File: src/rtl/uart_periph.sv
// uart_periph: memory-mapped UART (DATA/STATUS/DIV) with a TX FIFO and an optional receiver.
// The receiver is built only when UART_PERIPH_RX_EN is defined; otherwise RX status reads as zero.
//
// state   | meaning
// S_IDLE  | line idle; TX waits for FIFO data, RX waits for a falling edge
// S_START | start bit
// S_DATA  | 8 data bits, LSB first
// S_STOP  | stop bit
module uart_periph #(
  parameter int unsigned TX_DEPTH  = 4,
  parameter logic [15:0] DIV_RESET = 16'd868
) (
  input  logic        mem_clk,
  input  logic        rst_n,
  input  logic        mem_valid,
  input  logic [3:0]  mem_addr,
  input  logic [31:0] mem_wdata,
  input  logic [3:0]  mem_wstrb,
  output logic        mem_ready,
  output logic [31:0] mem_rdata,
  output logic        uart_tx,
  input  logic        uart_rx
);
  localparam int unsigned AW = $clog2(TX_DEPTH);
  localparam logic [AW:0] DEPTH_P = (AW+1)'(TX_DEPTH);

  typedef enum logic [1:0] {S_IDLE, S_START, S_DATA, S_STOP} state_e;

  logic        mem_ready_q;
  logic [31:0] mem_rdata_q, rdata_d, data_rd;
  logic        acc, wr, rd, sel_data, sel_stat, sel_div;
  logic [15:0] div_q;
  logic        ovr_tx_q;
  logic        rx_full, ovr_rx, ferr;
  logic        unused_wdata;

  assign acc      = mem_valid & ~mem_ready_q;
  assign wr       = acc & (|mem_wstrb);
  assign rd       = acc & ~(|mem_wstrb);
  assign sel_data = (mem_addr == 4'd0);
  assign sel_stat = (mem_addr == 4'd1);
  assign sel_div  = (mem_addr == 4'd2);
  assign unused_wdata = ^mem_wdata[31:16];
  assign mem_ready = mem_ready_q;
  assign mem_rdata = mem_rdata_q;

  logic [7:0]  fifo_mem [TX_DEPTH];
  logic [AW:0] wr_ptr_q, rd_ptr_q, tx_used;
  logic        tx_full, tx_empty, tx_push, tx_pop;

  assign tx_used  = wr_ptr_q - rd_ptr_q;
  assign tx_full  = (tx_used == DEPTH_P);
  assign tx_empty = (tx_used == '0);
  // a pop in the same cycle frees a slot, so a push into a full FIFO still lands
  assign tx_push  = wr & sel_data & (~tx_full | tx_pop);

  always_comb begin
    rdata_d = 32'd0;
    if (rd) begin
      case (mem_addr)
        4'd0:    rdata_d = data_rd;
        4'd1:    rdata_d = {27'd0, ferr, ovr_rx, ovr_tx_q, rx_full, tx_full};
        4'd2:    rdata_d = {16'd0, div_q};
        default: rdata_d = 32'd0;
      endcase
    end
  end

  always_ff @(posedge mem_clk) begin
    if (!rst_n) begin
      mem_ready_q <= 1'b0;
      mem_rdata_q <= 32'd0;
      wr_ptr_q    <= '0;
      rd_ptr_q    <= '0;
      div_q       <= DIV_RESET;
      ovr_tx_q    <= 1'b0;
    end else begin
      mem_ready_q <= mem_valid & ~mem_ready_q;
      mem_rdata_q <= rdata_d;
      if (tx_push) wr_ptr_q <= wr_ptr_q + 1'b1;
      if (tx_pop)  rd_ptr_q <= rd_ptr_q + 1'b1;
      if (wr & sel_div) div_q <= (mem_wdata[15:0] < 16'd4) ? 16'd4 : mem_wdata[15:0];
      if (wr & sel_data & tx_full & ~tx_pop) ovr_tx_q <= 1'b1;
      else if (wr & sel_stat & mem_wdata[2]) ovr_tx_q <= 1'b0;
    end
  end

  always_ff @(posedge mem_clk) begin
    if (tx_push) fifo_mem[wr_ptr_q[AW-1:0]] <= mem_wdata[7:0];
  end

  state_e      tx_state_q, tx_state_d;
  logic [15:0] tx_cnt_q, tx_cnt_d, tx_div_q, tx_div_d;
  logic [2:0]  tx_bit_q, tx_bit_d;
  logic [7:0]  tx_shift_q, tx_shift_d;

  always_ff @(posedge mem_clk) begin
    if (!rst_n) begin
      tx_state_q <= S_IDLE;
      tx_cnt_q   <= 16'd0;
      tx_div_q   <= 16'd0;
      tx_bit_q   <= 3'd0;
      tx_shift_q <= 8'd0;
    end else begin
      tx_state_q <= tx_state_d;
      tx_cnt_q   <= tx_cnt_d;
      tx_div_q   <= tx_div_d;
      tx_bit_q   <= tx_bit_d;
      tx_shift_q <= tx_shift_d;
    end
  end

  // divisor is latched at frame start so DIV writes mid-frame wait for the next frame
  always_comb begin
    tx_state_d = tx_state_q;
    tx_cnt_d   = tx_cnt_q;
    tx_div_d   = tx_div_q;
    tx_bit_d   = tx_bit_q;
    tx_shift_d = tx_shift_q;
    case (tx_state_q)
      S_IDLE: if (!tx_empty) begin
        tx_state_d = S_START;
        tx_div_d   = div_q;
        tx_cnt_d   = div_q - 16'd1;
        tx_shift_d = fifo_mem[rd_ptr_q[AW-1:0]];
      end
      S_START: if (tx_cnt_q == 16'd0) begin
        tx_state_d = S_DATA;
        tx_cnt_d   = tx_div_q - 16'd1;
        tx_bit_d   = 3'd0;
      end else tx_cnt_d = tx_cnt_q - 16'd1;
      S_DATA: if (tx_cnt_q == 16'd0) begin
        tx_cnt_d   = tx_div_q - 16'd1;
        tx_shift_d = {1'b0, tx_shift_q[7:1]};
        tx_bit_d   = tx_bit_q + 3'd1;
        if (tx_bit_q == 3'd7) tx_state_d = S_STOP;
      end else tx_cnt_d = tx_cnt_q - 16'd1;
      default: if (tx_cnt_q == 16'd0) tx_state_d = S_IDLE;
               else tx_cnt_d = tx_cnt_q - 16'd1;
    endcase
  end

  always_comb begin
    uart_tx = 1'b1;
    tx_pop  = 1'b0;
    case (tx_state_q)
      S_IDLE:  tx_pop  = ~tx_empty;
      S_START: uart_tx = 1'b0;
      S_DATA:  uart_tx = tx_shift_q[0];
      default: uart_tx = 1'b1;
    endcase
  end

`ifdef UART_PERIPH_RX_EN
  logic        rx_s1_q, rx_s2_q, rx_prev_q;
  state_e      rx_state_q, rx_state_d;
  logic [15:0] rx_cnt_q, rx_cnt_d, rx_div_q, rx_div_d;
  logic [2:0]  rx_bit_q, rx_bit_d;
  logic [7:0]  rx_shift_q, rx_shift_d, rx_hold_q;
  logic        rx_full_q, ovr_rx_q, ferr_q;
  logic        rx_done, rx_good, rx_pop;

  always_ff @(posedge mem_clk) begin
    if (!rst_n) begin
      rx_s1_q    <= 1'b1;
      rx_s2_q    <= 1'b1;
      rx_prev_q  <= 1'b1;
      rx_state_q <= S_IDLE;
      rx_cnt_q   <= 16'd0;
      rx_div_q   <= 16'd0;
      rx_bit_q   <= 3'd0;
      rx_shift_q <= 8'd0;
    end else begin
      rx_s1_q    <= uart_rx;
      rx_s2_q    <= rx_s1_q;
      rx_prev_q  <= rx_s2_q;
      rx_state_q <= rx_state_d;
      rx_cnt_q   <= rx_cnt_d;
      rx_div_q   <= rx_div_d;
      rx_bit_q   <= rx_bit_d;
      rx_shift_q <= rx_shift_d;
    end
  end

  // first wait is half a bit so every later sample lands mid-bit
  always_comb begin
    rx_state_d = rx_state_q;
    rx_cnt_d   = rx_cnt_q;
    rx_div_d   = rx_div_q;
    rx_bit_d   = rx_bit_q;
    rx_shift_d = rx_shift_q;
    case (rx_state_q)
      S_IDLE: if (rx_prev_q & ~rx_s2_q) begin
        rx_state_d = S_START;
        rx_div_d   = div_q;
        rx_cnt_d   = {1'b0, div_q[15:1]} - 16'd1;
      end
      S_START: if (rx_cnt_q == 16'd0) begin
        rx_state_d = rx_s2_q ? S_IDLE : S_DATA;
        rx_cnt_d   = rx_div_q - 16'd1;
        rx_bit_d   = 3'd0;
      end else rx_cnt_d = rx_cnt_q - 16'd1;
      S_DATA: if (rx_cnt_q == 16'd0) begin
        rx_cnt_d   = rx_div_q - 16'd1;
        rx_shift_d = {rx_s2_q, rx_shift_q[7:1]};
        rx_bit_d   = rx_bit_q + 3'd1;
        if (rx_bit_q == 3'd7) rx_state_d = S_STOP;
      end else rx_cnt_d = rx_cnt_q - 16'd1;
      default: if (rx_cnt_q == 16'd0) rx_state_d = S_IDLE;
               else rx_cnt_d = rx_cnt_q - 16'd1;
    endcase
  end

  always_comb begin
    rx_done = (rx_state_q == S_STOP) && (rx_cnt_q == 16'd0);
    rx_good = rx_done & rx_s2_q;
  end

  assign rx_pop = rd & sel_data & rx_full_q;

  always_ff @(posedge mem_clk) begin
    if (!rst_n) begin
      rx_hold_q <= 8'd0;
      rx_full_q <= 1'b0;
      ovr_rx_q  <= 1'b0;
      ferr_q    <= 1'b0;
    end else begin
      if (rx_good & (~rx_full_q | rx_pop)) begin
        rx_hold_q <= rx_shift_q;
        rx_full_q <= 1'b1;
      end else if (rx_pop) rx_full_q <= 1'b0;
      if (rx_good & rx_full_q & ~rx_pop) ovr_rx_q <= 1'b1;
      else if (wr & sel_stat & mem_wdata[3]) ovr_rx_q <= 1'b0;
      if (rx_done & ~rx_s2_q) ferr_q <= 1'b1;
      else if (wr & sel_stat & mem_wdata[4]) ferr_q <= 1'b0;
    end
  end

  assign rx_full = rx_full_q;
  assign ovr_rx  = ovr_rx_q;
  assign ferr    = ferr_q;
  assign data_rd = {~rx_full_q, 23'd0, rx_full_q ? rx_hold_q : 8'd0};
`else
  logic unused_rx;
  assign unused_rx = uart_rx;
  assign rx_full   = 1'b0;
  assign ovr_rx    = 1'b0;
  assign ferr      = 1'b0;
  assign data_rd   = 32'h8000_0000;
`endif

endmodule

File: config.mk
export PLATFORM = sky130hd
export DESIGN_NAME = uart_periph
export DESIGN_NICKNAME = d
export VERILOG_FILES = /design/src/rtl/uart_periph.sv
export SDC_FILE = /design/constraint.sdc
export NUM_CORES = 1
export LEC_CHECK = 0
export BUFFER_PORTS_ARGS = -buffer_cell sky130_fd_sc_hd__buf_2
export CELL_PAD_IN_SITES_DETAIL_PLACEMENT = 0
export CELL_PAD_IN_SITES_GLOBAL_PLACEMENT = 1
export CORE_ASPECT_RATIO = 0.5
export CORE_MARGIN = 2
export CORE_UTILIZATION = 30
export DETAILED_ROUTE_END_ITERATION = 6
export PLACE_DENSITY_LB_ADDON = 0.15
export SYNTH_ARGS = -nofsm -noshare
export SYNTH_HDL_FRONTEND = slang
export SYNTH_SLANG_ARGS = --single-unit
File: constraint.sdc
create_clock -name mem_clk -period 2.57 [get_ports mem_clk]
set_input_delay 0.257 -clock mem_clk [delete_from_list [all_inputs] [get_ports mem_clk]]
set_output_delay 0.257 -clock mem_clk [all_outputs]
set_load 0.02 [all_outputs]
======== After elaboration in Yosys (flattened, before gate mapping) ========
Memories as Yosys holds them, arrays and structs flattened. A register that Yosys moved wholly into a read port is not among the register bits.
Cells that the tools add are included.
cells by class
  bitwise gates (word level) .............. 16
  order comparisons ....................... 1
  equal/unequal tests ..................... 11
  muxes and demuxes ....................... 26
  $add $sub $neg .......................... 7
  reduce and logical (&&, ||, !) cells .... 16
operators by type and width
  kind                                                 number
  one-hot mux 32 bit (3 select lines)                  1
  two-way mux 16 bit                                   4
  subtractor 16 x 1 -> 16 bit, second input constant   3
  one-hot mux 16 bit (2 select lines)                  1
  zero test 16 bit                                     1
  < comparator 16 x 3 -> 1 bit, second input constant  1
  two-way mux 8 bit                                    2
  one-hot mux 8 bit (2 select lines)                   1
  two-way mux 2 bit                                    7
  bitwise AND 1 bit                                    10
  adder 3 x 1 -> 3 bit, second input constant          3
  != test 2 bit, second input constant                 4
  nonzero test 2 bit                                   4
  == test 3 bit, second input constant                 2
  two-way mux 3 bit                                    2
  one-hot mux 2 bit (3 select lines)                   1
  one-hot mux 3 bit (2 select lines)                   1
  AND reduction 2 bit                                  3
  AND reduction 3 bit                                  2
  two-way mux 1 bit                                    5
  NOT 1 bit                                            5
  AND reduction 5 bit                                  1
  == test 4 x 1 -> 1 bit, second input constant        1
  == test 4 x 2 -> 1 bit, second input constant        1
  other kinds (11)                                     11
word-level totals
  logic and storage cells ................. 89
  output and inout bits ................... 34
  memories kept ........................... 1
  bits of input ports ..................... 44
  register bits ........................... 101
  memory bits (writable) .................. 32
memory list
  memory    depth  width  read ports  clocked after memory_dff  write ports  RTL line  text
  fifo_mem  4      8      1           1                         1            47        logic [7:0] fifo_mem [TX_DEPTH];

======== Longest topological paths before layout ========
  depth after elaboration ................. 8
  mapped depth ............................ 10
  mapped depth without buffers ............ 8

======== Worst setup path after synthesis ========
Ideal clock, no wire load.
  path type ............................... register to register
  start ................................... register wr_ptr_q[0]
  end ..................................... memory fifo_mem[3][0], enable pin
  stages on the path, launching flop included .. 8
  required time ........................... 2234 ps
  arrival ................................. 1879 ps
  slack ................................... 355 ps
  path buffers ............................ 0
  period minus slack after synthesis ...... 2215 ps
  setup time .............................. 336 ps
  path through ............................ dfxtp_1 inv_1 ha_1 nor2b_1 xnor2_1 nor3_1 nor3_2 and2_1
on the way
  cells in the longest elaborated chain, start to end .. 8
  elaborated cells on any way between the ends .. 10
  those cells by class .................... add/sub (1); eq/ne (1); mux (3); bitwise (4); reduce/logical (1)
ends and longest elaborated chain
  item                                     RTL line  text
  from (decl)                              48        logic [AW:0] wr_ptr_q, rd_ptr_q, tx_used;
  from (signal assigned)                   80        if (tx_push) wr_ptr_q <= wr_ptr_q + 1'b1;
  subtractor 3 bit                         51        assign tx_used = wr_ptr_q - rd_ptr_q;
  zero test 3 bit                          53        assign tx_empty = (tx_used == '0);
  NOT 1 bit                                147       S_IDLE: tx_pop = ~tx_empty;
  two-way mux 1 bit                        146       case (tx_state_q)
  bitwise OR 1 bit                         55        assign tx_push = wr & sel_data & (~tx_full | tx_pop);
  bitwise AND 1 bit                        55
  two-way mux 1 bit                        89        if (tx_push) fifo_mem[wr_ptr_q[AW-1:0]] <= mem_wdata[7:0];
  two-way mux 1 bit (not written as such)  89
  to (decl)                                47
Parallel ways exist; a longest one is shown, timed or not.

======== Worst setup path after layout ========
  start ................................... register mem_ready_q, in the netlist mem_ready
  end ..................................... memory fifo_mem[0][2], enable pin
on the way
  cells in the longest elaborated chain, start to end .. 7
ends and longest elaborated chain
  item                                     RTL line  text
  from (decl)                              29        logic mem_ready_q;
  from (signal assigned)                   78        mem_ready_q <= mem_valid & ~mem_ready_q;
  NOT 1 bit                                37        assign acc = mem_valid & ~mem_ready_q;
  bitwise AND 1 bit                        37
  bitwise AND 1 bit                        38        assign wr = acc & (|mem_wstrb);
  bitwise AND 1 bit (2 in series)          55
  two-way mux 1 bit                        89
  two-way mux 1 bit (not written as such)  89
Every way passes these cells.

==> results.md <==
- Cts bufs inserted: 17
- CTS sink cnt: 120
- Synth Register Bits: 120
- Yosys synthesis warning count: 0
- Die boundary width: 204 µm
- Layout cells sized above 1: 19.0%
- Die Ht: 104 µm
- Flop pwr share: 30.9%
- Crit end category: register
- Arrival @ worst endpoint: 2.33 ns
- Post-CTS resize count: 0
- Status: finished, final reports clean
- Worst Hold Launch: mem_wdata[9]
- CP max-delay cell: and2_1
- Hold Slack: 0.0726 ns
- Achievable frequency: 442 MHz
- # setup viols final: 0
- Worst-skew pair later-pin latency: 0.41 ns
- I/O pin count: 78
- Core area: 19500 µm²
- Post-synth EDFFs: 32
- Via/cell ratio: 4.86
- Hold Path Class: input port to register
- Period minus WS final: 2.26 ns
- Leakage: 2.73 nW
- Clock Power Share: 29.4%
- P&R area growth vs syn: 18.8%
- Cell Count, Final, Fillers Out: 938
- Worst Hold Path Cells: 3
- Reg2reg path depth: 5
- Slew headroom: 27.9%
- Combinational power share: 39.7%
- Top cells by area, synth: dfxtp_1 (29%), edfxtp_1 (16%), mux2i_1 (6.5%)
- H-Tree Depth: 4
- Mapped cell area: 6010 µm²
- FILL cells: 2032
- CP Cell Sequence: nor4b_1 -> nand2b_1 -> or2_2 -> nor3_2 -> and2_1
- Placed Cells: 906
- N_diodes: 0
- Most frequent cells in the layout: dfxtp_1 (88), nor2_1 (71), buf_2 (45), mux2i_1 (39), edfxtp_1 (32)
- Pint: 4.81 mW
- FF-to-FF End: fifo_mem[0][2]
- Synth area leader: dfxtp_1
- Critical Path Max Stage Delay: 0.45 ns
- Switch share: 38.7%
- Final Hold Vio Count: 0
- Drt total wl: 15900 µm
- Syn avg cell area: 10.0 µm²
- Flop-to-flop setup slack: 0.31 ns
- GRT overflow: 0
- Cells after Synth: 601
- Vias in the first global route: 4497
- DR WL/cell: 16.9 µm
- Clock slew at reported path FFs: 0.06 ns
- Crit path max-delay family: simple AND/OR/NAND/NOR gates
- Die ar.: 21300 µm²
- Initial core utilization: 30.8%
- Via count: 4556
- Final instance area: 7140 µm²
- Area of the multi-input gates: 3010 µm²
- Pre-antenna DRT Iters: 4
- Post-Place Setup Slack: 0.182 ns
- Worst setup SP type: register
- Net Switching: 3.03 mW
- RSZ-0062 raised after global routing: false
- Main synth FF type: dfxtp_1
- Clock Path Buffers: 2
- Buf/Inv on CP: 0
- Hold buffer count at CTS: 0
- Reg area: 2720 µm²
- Max_cap viols: 0
- WHS Endpoint: div_q[9]
- CTS tree: built
- Drt first-iter violations: 259
- Netlist cell types: 66
- Setup TNS: 0 ns
- DR DRC count: 0
- Pin count of the biggest net entering global routing: 55
- CTS Root Cell: clkbuf_16
- CP Class: register to register
- Least-Margin Pin Slew: 1.08 ns
- CP required: 2.63 ns
- Tot Pwr: 7.84 mW
- Commonest non-fill, non-tap cell in the layout: dfxtp_1
- Setup Buffers After CTS: 0
- Final WS setup: 0.308 ns
- Fin. max-slew vios: 0
- Share of the synthesized area in the top cell type: 29.3%
- First-pass GRT wire length: 25600 µm
- Fin nets: 720
- Gp weighted congestion: 0.772
- Tcrit/Tclk final: 88.0%
- Site Rows: 36
- R2R Path Start: mem_ready
- Antenna Nets Post-Route: 0
- Detail Placement HPWL: 11300 µm
- Pwr Density: 1100 nW/µm²
- CP max FO: 8
- Clk_skew: 0.00919 ns
- Synth async-reset ratio: 0%
- Max IR drop VDD: 0.000511 V
- Final Util: 36.5%
- Post-DP Area: 6570 µm²
- Overall global routing resource usage: 15.7%
- Initial antenna violation count: 0
- Port Buffers: 45
- Seq/Total Area, Yosys: 45.3%
==> synthesized netlist by cell type, drive strengths merged (2+ instances only) <==
cell type / number
a211oi: 12
a21oi: 19
a221oi: 2
a22oi: 3
a2bb2oi: 2
a31oi: 5
a32oi: 5
and2: 19
and3: 2
buf: 24
clkbuf: 22
dfxtp: 88
edfxtp: 32
ha: 17
inv: 20
mux2i: 39
mux4: 8
nand2: 31
nand2b: 4
nand3: 12
nand3b: 5
nand4: 11
nand4b: 4
nor2: 72
nor2b: 3
nor3: 21
nor3b: 2
nor4: 12
nor4b: 3
o211ai: 4
o21a: 3
o21ai: 19
o22ai: 9
o2bb2ai: 2
o32ai: 3
or3: 3
xnor2: 16
xor2: 26
==> metal layers <==
| metal | global-route usage, % | up-vias | share of wire (%) |
|---|---|---|---|
| li1 | - | 2269 | - |
| met1 | 23.6 | 2221 | 53 |
| met2 | 22.5 | 64 | 43 |
| met3 | 3.29 | 2 | 3.2 |
| met4 | 4.19 | 0 | 0.37 |
| met5 | 0 | - | 0 |
==> worst max-delay path by stage <==
stage          cells past startpoint  slack, ns   startpoint        endpoint
2_1_floorplan                      7       0.35  wr_ptr_q[0]  fifo_mem[3][0]
3_3_place_gp                       6       0.17  mem_addr[3]  fifo_mem[0][2]
3_5_place_dp                       6       0.18  mem_addr[3]  fifo_mem[0][2]
4_1_cts                            8       0.24  tx_cnt_q[0]   tx_state_q[0]
5_1_grt                            5       0.04    mem_ready  fifo_mem[0][6]
6_report                           5       0.31    mem_ready  fifo_mem[0][2]
==> final cells by class <==
class / instances / area share, %
Inverter: 20 / 1.05
Timing Repair Buffer: 71 / 6.06
Clock buffer: 17 / 5.96
Clock inverter: 15 / 2.00
Tap cell: 266 / 4.66
Sequential cell: 120 / 38.1
Multi-Input combinational cell: 429 / 42.2
==> cells by family (layout without fill, tap and decap cells) <==
group	count (synthesis)	count (layout)	synth area share (%)
xor gates and xnor gates	42	42	6.12
and+or+nand+nor	209	209	18.5
DFF	120	120	45.3
AOI/OAI and AO/OA	99	99	11.5
other	1	15	0.0624
adders and majority gates	17	17	3.54
muxes	47	47	9.49
buffers and inverters	66	123	5.53
==> registers in the layout, indices dropped and copies added (netlist names), named ones only <==
signal and flops:
fifo_mem 32, tx_bit_q 3, tx_div_q 16, wr_ptr_q 3, tx_state_q 2, tx_shift_q 8
mem_rdata 17, div_q 16, tx_cnt_q 16, ovr_tx_q 1, rd_ptr_q 3, mem_ready 1
==> worst min-delay path: stages <==
cell	delay, ns
buf_2	0.09
mux2i_1	0.06
nand2_1	0.06
==> power groups by stage <==
stage	combinational (mW)	sequential, mW	clock, mW
detailed placement	3.11	2.47	0
CTS	3.13	2.43	2.36
global route	3.46	2.47	2.44
finish	3.11	2.43	2.31
floorplan	2.35	2.36	0
global placement	3.09	2.47	0
Power figures use the tool's default switching activity.
